## config.mk

```make
export PLATFORM = sky130hd
export DESIGN_NAME = wb_core_arbiter
export DESIGN_NICKNAME = d
export VERILOG_FILES = /design/src/rtl/wb_core_arbiter.sv
export SDC_FILE = /design/constraint.sdc
export NUM_CORES = 1
export LEC_CHECK = 0
export BUFFER_PORTS_ARGS = -buffer_cell sky130_fd_sc_hd__buf_2
export CORE_ASPECT_RATIO = 0.7
export CORE_MARGIN = 2
export CORE_UTILIZATION = 42
export DETAILED_ROUTE_END_ITERATION = 16
export GPL_TIMING_DRIVEN = 0
export PLACE_DENSITY_LB_ADDON = 0.08
export RECOVER_POWER = 25
export SLEW_MARGIN = 20
export SYNTH_ARGS = -nofsm -noshare
export SYNTH_HDL_FRONTEND = slang
export SYNTH_SLANG_ARGS = --single-unit
```

## constraint.sdc

```tcl
create_clock -name clk -period 2 [get_ports clk]
set_clock_uncertainty 0.15 [all_clocks]
set_input_delay 0.2 -clock clk [delete_from_list [all_inputs] [get_ports clk]]
set_output_delay 0.2 -clock clk [all_outputs]
set_load 0.01 [all_outputs]
```

## src/rtl/wb_core_arbiter.sv

```systemverilog
// Purpose : round-robin N-master to 1-slave Wishbone-classic arbiter with
//           registered request capture, master-abort handling and watchdog.
// Latency : request sampled at edge N -> s_stb_o high after edge N; ack/err
//           pulses one cycle after the slave ack / timeout edge.
// Backpr. : one transaction in flight; other masters simply hold cyc/stb
//           until granted, and an IDLE cycle separates every transaction.
// Ports   : clk/rst_n; m_* packed per-master Wishbone inputs (slice k = port k)
//           and m_data_o/m_ack_o/m_err_o responses; s_* single slave port;
//           grant_o = index of current or last granted master.
module wb_core_arbiter #(
  parameter int NUM_PORTS      = 2,
  parameter int ADDR_WIDTH     = 32,
  parameter int DATA_WIDTH     = 32,
  parameter int TIMEOUT_CYCLES = 1024
) (
  input  logic                            clk,
  input  logic                            rst_n,
  input  logic [NUM_PORTS-1:0]            m_cyc_i,
  input  logic [NUM_PORTS-1:0]            m_stb_i,
  input  logic [NUM_PORTS-1:0]            m_we_i,
  input  logic [NUM_PORTS*ADDR_WIDTH-1:0] m_addr_i,
  input  logic [NUM_PORTS*DATA_WIDTH-1:0] m_data_i,
  output logic [NUM_PORTS*DATA_WIDTH-1:0] m_data_o,
  output logic [NUM_PORTS-1:0]            m_ack_o,
  output logic [NUM_PORTS-1:0]            m_err_o,
  output logic                            s_cyc_o,
  output logic                            s_stb_o,
  output logic                            s_we_o,
  output logic [ADDR_WIDTH-1:0]           s_addr_o,
  output logic [DATA_WIDTH-1:0]           s_data_o,
  input  logic [DATA_WIDTH-1:0]           s_data_i,
  input  logic                            s_ack_i,
  output logic [((NUM_PORTS > 1) ? $clog2(NUM_PORTS) : 1)-1:0] grant_o
);

  localparam int GW      = (NUM_PORTS > 1) ? $clog2(NUM_PORTS) : 1;
  localparam int CW      = (TIMEOUT_CYCLES > 0) ? $clog2(TIMEOUT_CYCLES + 1) : 1;
  localparam int TO_LAST = (TIMEOUT_CYCLES > 0) ? TIMEOUT_CYCLES - 1 : 0;
  localparam logic [GW-1:0] LAST_PORT = GW'(NUM_PORTS - 1);

  typedef enum logic {ST_IDLE, ST_BUSY} state_t;

  state_t                r_state;
  logic [GW-1:0]         r_last_grant;
  logic [GW-1:0]         r_grant;
  logic [CW-1:0]         r_cnt;
  logic                  r_stb;
  logic                  r_we;
  logic [ADDR_WIDTH-1:0] r_addr;
  logic [DATA_WIDTH-1:0] r_wdata;
  logic [DATA_WIDTH-1:0] r_rdata [NUM_PORTS];
  logic [NUM_PORTS-1:0]  r_ack;
  logic [NUM_PORTS-1:0]  r_err;

  logic [NUM_PORTS-1:0]  w_req;
  logic                  w_found;
  logic [GW-1:0]         w_sel;
  logic [GW-1:0]         w_idx;
  logic [ADDR_WIDTH-1:0] w_addr  [NUM_PORTS];
  logic [DATA_WIDTH-1:0] w_wdata [NUM_PORTS];

  assign w_req = m_cyc_i & m_stb_i;

  always_comb begin
    for (int k = 0; k < NUM_PORTS; k++) begin
      w_addr[k]  = m_addr_i[k*ADDR_WIDTH +: ADDR_WIDTH];
      w_wdata[k] = m_data_i[k*DATA_WIDTH +: DATA_WIDTH];
    end
  end

  // Walk from the farthest offset to the nearest so the last hit (the port
  // right after last_grant) is the one that sticks.
  always_comb begin
    w_found = 1'b0;
    w_sel   = '0;
    w_idx   = '0;
    for (int i = NUM_PORTS; i >= 1; i--) begin
      w_idx = GW'((int'(r_last_grant) + i) % NUM_PORTS);
      if (w_req[w_idx]) begin
        w_found = 1'b1;
        w_sel   = w_idx;
      end
    end
  end

  always_ff @(posedge clk or negedge rst_n) begin
    if (!rst_n) begin
      r_state      <= ST_IDLE;
      r_last_grant <= LAST_PORT;
      r_grant      <= '0;
      r_cnt        <= '0;
      r_stb        <= 1'b0;
      r_we         <= 1'b0;
      r_addr       <= '0;
      r_wdata      <= '0;
      r_ack        <= '0;
      r_err        <= '0;
      for (int k = 0; k < NUM_PORTS; k++) r_rdata[k] <= '0;
    end else begin
      r_ack <= '0;
      r_err <= '0;
      case (r_state)
        ST_IDLE: begin
          // A late s_ack_i here is deliberately ignored.
          if (w_found) begin
            r_we         <= m_we_i[w_sel];
            r_addr       <= w_addr[w_sel];
            r_wdata      <= w_wdata[w_sel];
            r_stb        <= 1'b1;
            r_grant      <= w_sel;
            r_last_grant <= w_sel;
            r_cnt        <= '0;
            r_state      <= ST_BUSY;
          end
        end
        ST_BUSY: begin
          if (s_ack_i) begin
            r_rdata[r_grant] <= s_data_i;
            r_ack[r_grant]   <= 1'b1;
            r_stb            <= 1'b0;
            r_state          <= ST_IDLE;
          end else if (!m_cyc_i[r_grant]) begin
            r_stb   <= 1'b0;
            r_state <= ST_IDLE;
          end else if ((TIMEOUT_CYCLES != 0) && (r_cnt == CW'(TO_LAST))) begin
            r_err[r_grant] <= 1'b1;
            r_stb          <= 1'b0;
            r_state        <= ST_IDLE;
          end else if (r_cnt != '1) begin
            r_cnt <= r_cnt + CW'(1);
          end
        end
        default: r_state <= ST_IDLE;
      endcase
    end
  end

  always_comb begin
    for (int k = 0; k < NUM_PORTS; k++) m_data_o[k*DATA_WIDTH +: DATA_WIDTH] = r_rdata[k];
  end

  assign m_ack_o  = r_ack;
  assign m_err_o  = r_err;
  assign s_cyc_o  = r_stb;
  assign s_stb_o  = r_stb;
  assign s_we_o   = r_we;
  assign s_addr_o = r_addr;
  assign s_data_o = r_wdata;
  assign grant_o  = r_grant;

endmodule

```

==> impl_results.md <==
* # Max-Cap Violations at 0
* Post-synthesis register bit count at 148
* Final core utilization at 0.712
* HPWL Detailed at 13.9 mm
* Final Slew Violations at 0
* CP max-delay cell: or3_4
* Slew margin rel. at 0.631
* Setup CP Type: flip-flop to flip-flop
* Synth area leaders: dfrtp_1 (59%), mux2i_1 (11%), nand2_1 (10%)
* Sequential area share after synthesis at 0.591
* Routed wire length at 22.5 mm
* Avg Inst Size Synth at 10.8 um2
* Status: finished, final reports clean
* Cts bufs inserted at 17
* Filler cell count at 1078
* Unique masters post-synth at 37
* Drt wl/cell at 17.5 um
* Place WS at -314 ps
* Number of synthesized flops with an enable pin at 0
* CP peak stage delay at 470 ps
* Tightest Pin Transition at 553 ps
* Sequential power share at 0.405
* Max IR drop VDD at 0.635 mV
* Setup crit start kind: flip-flop
* Vias in the first global route at 6835
* Drt first-iter violations at 407
* Hold_ws at 117 ps
* Period utilization at 0.960
* Cell taking the most area after synthesis: dfrtp_1
* Setup WS post-layout at 79.9 ps
* DRC Markers at 0
* Syn Inst Count at 581
* Detail-routed via count per cell at 5.07
* Worst-path cell chain: ha_4 > nand4_1 > or3_4 > and4_1 > a211o_1
* Final hold vios at 0
* Clk slew on worst S/H paths at 60 ps
* Horiz. Die Dim at 150 um
* Die ar. at 0.0159 mm2
* CP delay by family, top: simple AND/OR/NAND/NOR gates
* Worst-case clock buffer depth at 2
* Critical Path Source: r_cnt[0]$_DFFE_PN0P_
* Fmax at 521 MHz
* Largest net degree at the start of global routing at 100
* H-tree depth at 4
* Ant diodes at 0
* Antenna Violating Nets Remaining at 0
* Top cells by count, synth: nand2_1 (173), dfrtp_1 (147), o21ai_0 (69)
* Port Buffers at 304
* CP endpoint kind: flip-flop
* GPL Wtd Cong at 0.842
* Pre-antenna DRT Iters at 5
* Clock Latency Late Sink at 420 ps
* Net Sw Frac at 0.327
* Clock share of power at 0.303
* RSZ-0062 raised after global routing: false
* Int Pwr at 7520 uW
* Synth Flop Type: dfrtp_1
* Die Ht at 106 um
* Starting density of the core at 0.428
* Bufs and invs on worst path at 0
* Cell area after synthesis at 0.00626 mm2
* Hold_sp: m_stb_i[0]
* Static Leakage at 0.00511 uW
* Clock Sinks at 148
* Yosys warns at 0
* First-pass GRT wire length at 34.8 mm
* Initial antenna violation count at 0
* Remaining Overflow, GRT at 0
* Yosys top cell area share at 0.587
* PwrDens at 1070 mW/mm2
* Vias at 6514
* Overall routing resource usage at 0.284
* Period minus WS final at 1920 ps
* Area Growth Syn to Fin at 66.2%
* FFs w/ async S/R, synth at 1.00
* Worst-path fanout max at 5
* Hold Crit Class: primary input to flip-flop
* Row count at 37
* Most common cell in the netlist: nand2_1
* Arr. time, crit path at 2060 ps
* Post-synthesis net count at 751
* Storage cell area at 0.00371 mm2
* Switching pwr at 3650 uW
* Worst flop-to-flop path startpoint: r_cnt[0]$_DFFE_PN0P_
* Area of the multi-input gates at 0.00246 mm2
* WP data required at 2140 ps
* Clock root cell: clkbuf_16
* NumNets Final at 1246
* # setup viols final at 0
* CTS tree: done
* Reg-to-reg slack, setup at 80 ps
* Layout cells sized above 1 at 0.320
* Comb pwr share at 0.292
* # IOs at 305
* Floorplan Core Area at 0.0146 mm2
## metal layers
layer / vias to the layer above / GRT usage / part of all wire
li1: 2974 / - / -
met1: 3210 / 0.336 / 0.40
met2: 276 / 0.491 / 0.50
met3: 54 / 0.0738 / 0.076
met4: 0 / 0.117 / 0.030
met5: - / 0 / 0
## power by group through the flow
stage	Clock, uW	Sequential, uW	Combinational (uW)
4_1_cts	3430	4480	3300
2_1_floorplan	0	4920	1030
3_5_place_dp	0	4520	3040
6_report	3380	4520	3270
5_1_grt	3560	4630	3570
3_3_place_gp	0	4460	2970
## final timing paths
check,endpoint,cells after the start
setup / recovery,r_cnt[9]$_DFFE_PN0P_,5
hold / removal,r_last_grant$_DFFE_PN1P_,5
setup reg to reg,r_cnt[9]$_DFFE_PN0P_,5
hold reg to reg,m_data_o[19]$_DFFE_PN0P_,2
max in group asynchronous,r_cnt[0]$_DFFE_PN0P_,3
min in group asynchronous,s_data_o[30]$_DFFE_PN0P_,2
## per-stage QoR
stage | power [uW] | std cells | TNS, ps | area (um2)
5_1_grt | 11800 | 1284 | 0 | 10400
3_3_place_gp | 7430 | 1080 | -224800 | 8030
2_1_floorplan | 5950 | 581 | 0 | 6260
6_report | 11200 | 1284 | 0 | 10400
3_5_place_dp | 7560 | 1081 | -11360 | 8070
4_1_cts | 11200 | 1280 | 0 | 10400
## sequential cells by signal (all words and copies together) (netlist names)
register      cells
r_last_grant      1
s_addr_o         32
m_data_o         64
r_cnt            11
m_err_o           2
grant_o           1
s_we_o            1
s_cyc_o           1
m_ack_o           2
r_state           1
s_data_o         32
## worst reg2reg max path: cells and delay by family (launching register included)
kind,cells,cell delay [ps]
AND/OR/NAND/NOR,3,830
flip-flops,1,400
AO/OA/AOI/OAI,1,260
adder cells (fa/ha/maj),1,170
## final cells by class
type / instances / share of cell area
Sequential cell: 148 / 0.356
Timing Repair Buffer: 477 / 0.307
Multi-Input combinational cell: 396 / 0.237
Clock buffer: 22 / 0.0465
Tap cell: 195 / 0.0234
Buffer: 33 / 0.0155
Clock inverter: 10 / 0.0139
Inverter: 3 / 0.00108
## what timing repair did
action	4_1_cts	5_1_grt
gates resized for setup	12	16
setup buffers	2	4
pin swaps	1	2
hold endpoints to repair	189	0
hold buffers	166	0
setup endpoints to repair	85	66
## cells by family (layout without fill, tap and decap cells)
group           Yosys count  after routing  share of synthesized area
fa+ha+maj                 1              1                    0.00200
buf+inv                  37            545                     0.0250
simple gates            206            206                      0.136
compound gates           88             88                     0.0781
xor+xnor                  2              2                    0.00280
flops                   148            148                      0.591
mux                      99             99                      0.165
## cells in the final DEF (no fill, tap or decap), drive strengths merged, types with 3 or more instances in the layout
| master | count |
|---|---|
| buf | 264 |
| bufinv | 3 |
| clkbuf | 102 |
| clkinvlp | 5 |
| dfrtp | 147 |
| dlygate4sd3 | 166 |
| inv | 5 |
| mux2 | 33 |
| mux2i | 66 |
| nand2 | 173 |
| nand3 | 10 |
| nor2 | 4 |
| o211ai | 8 |
| o21ai | 69 |
| or3b | 3 |
Power figures use the tool's default switching activity.
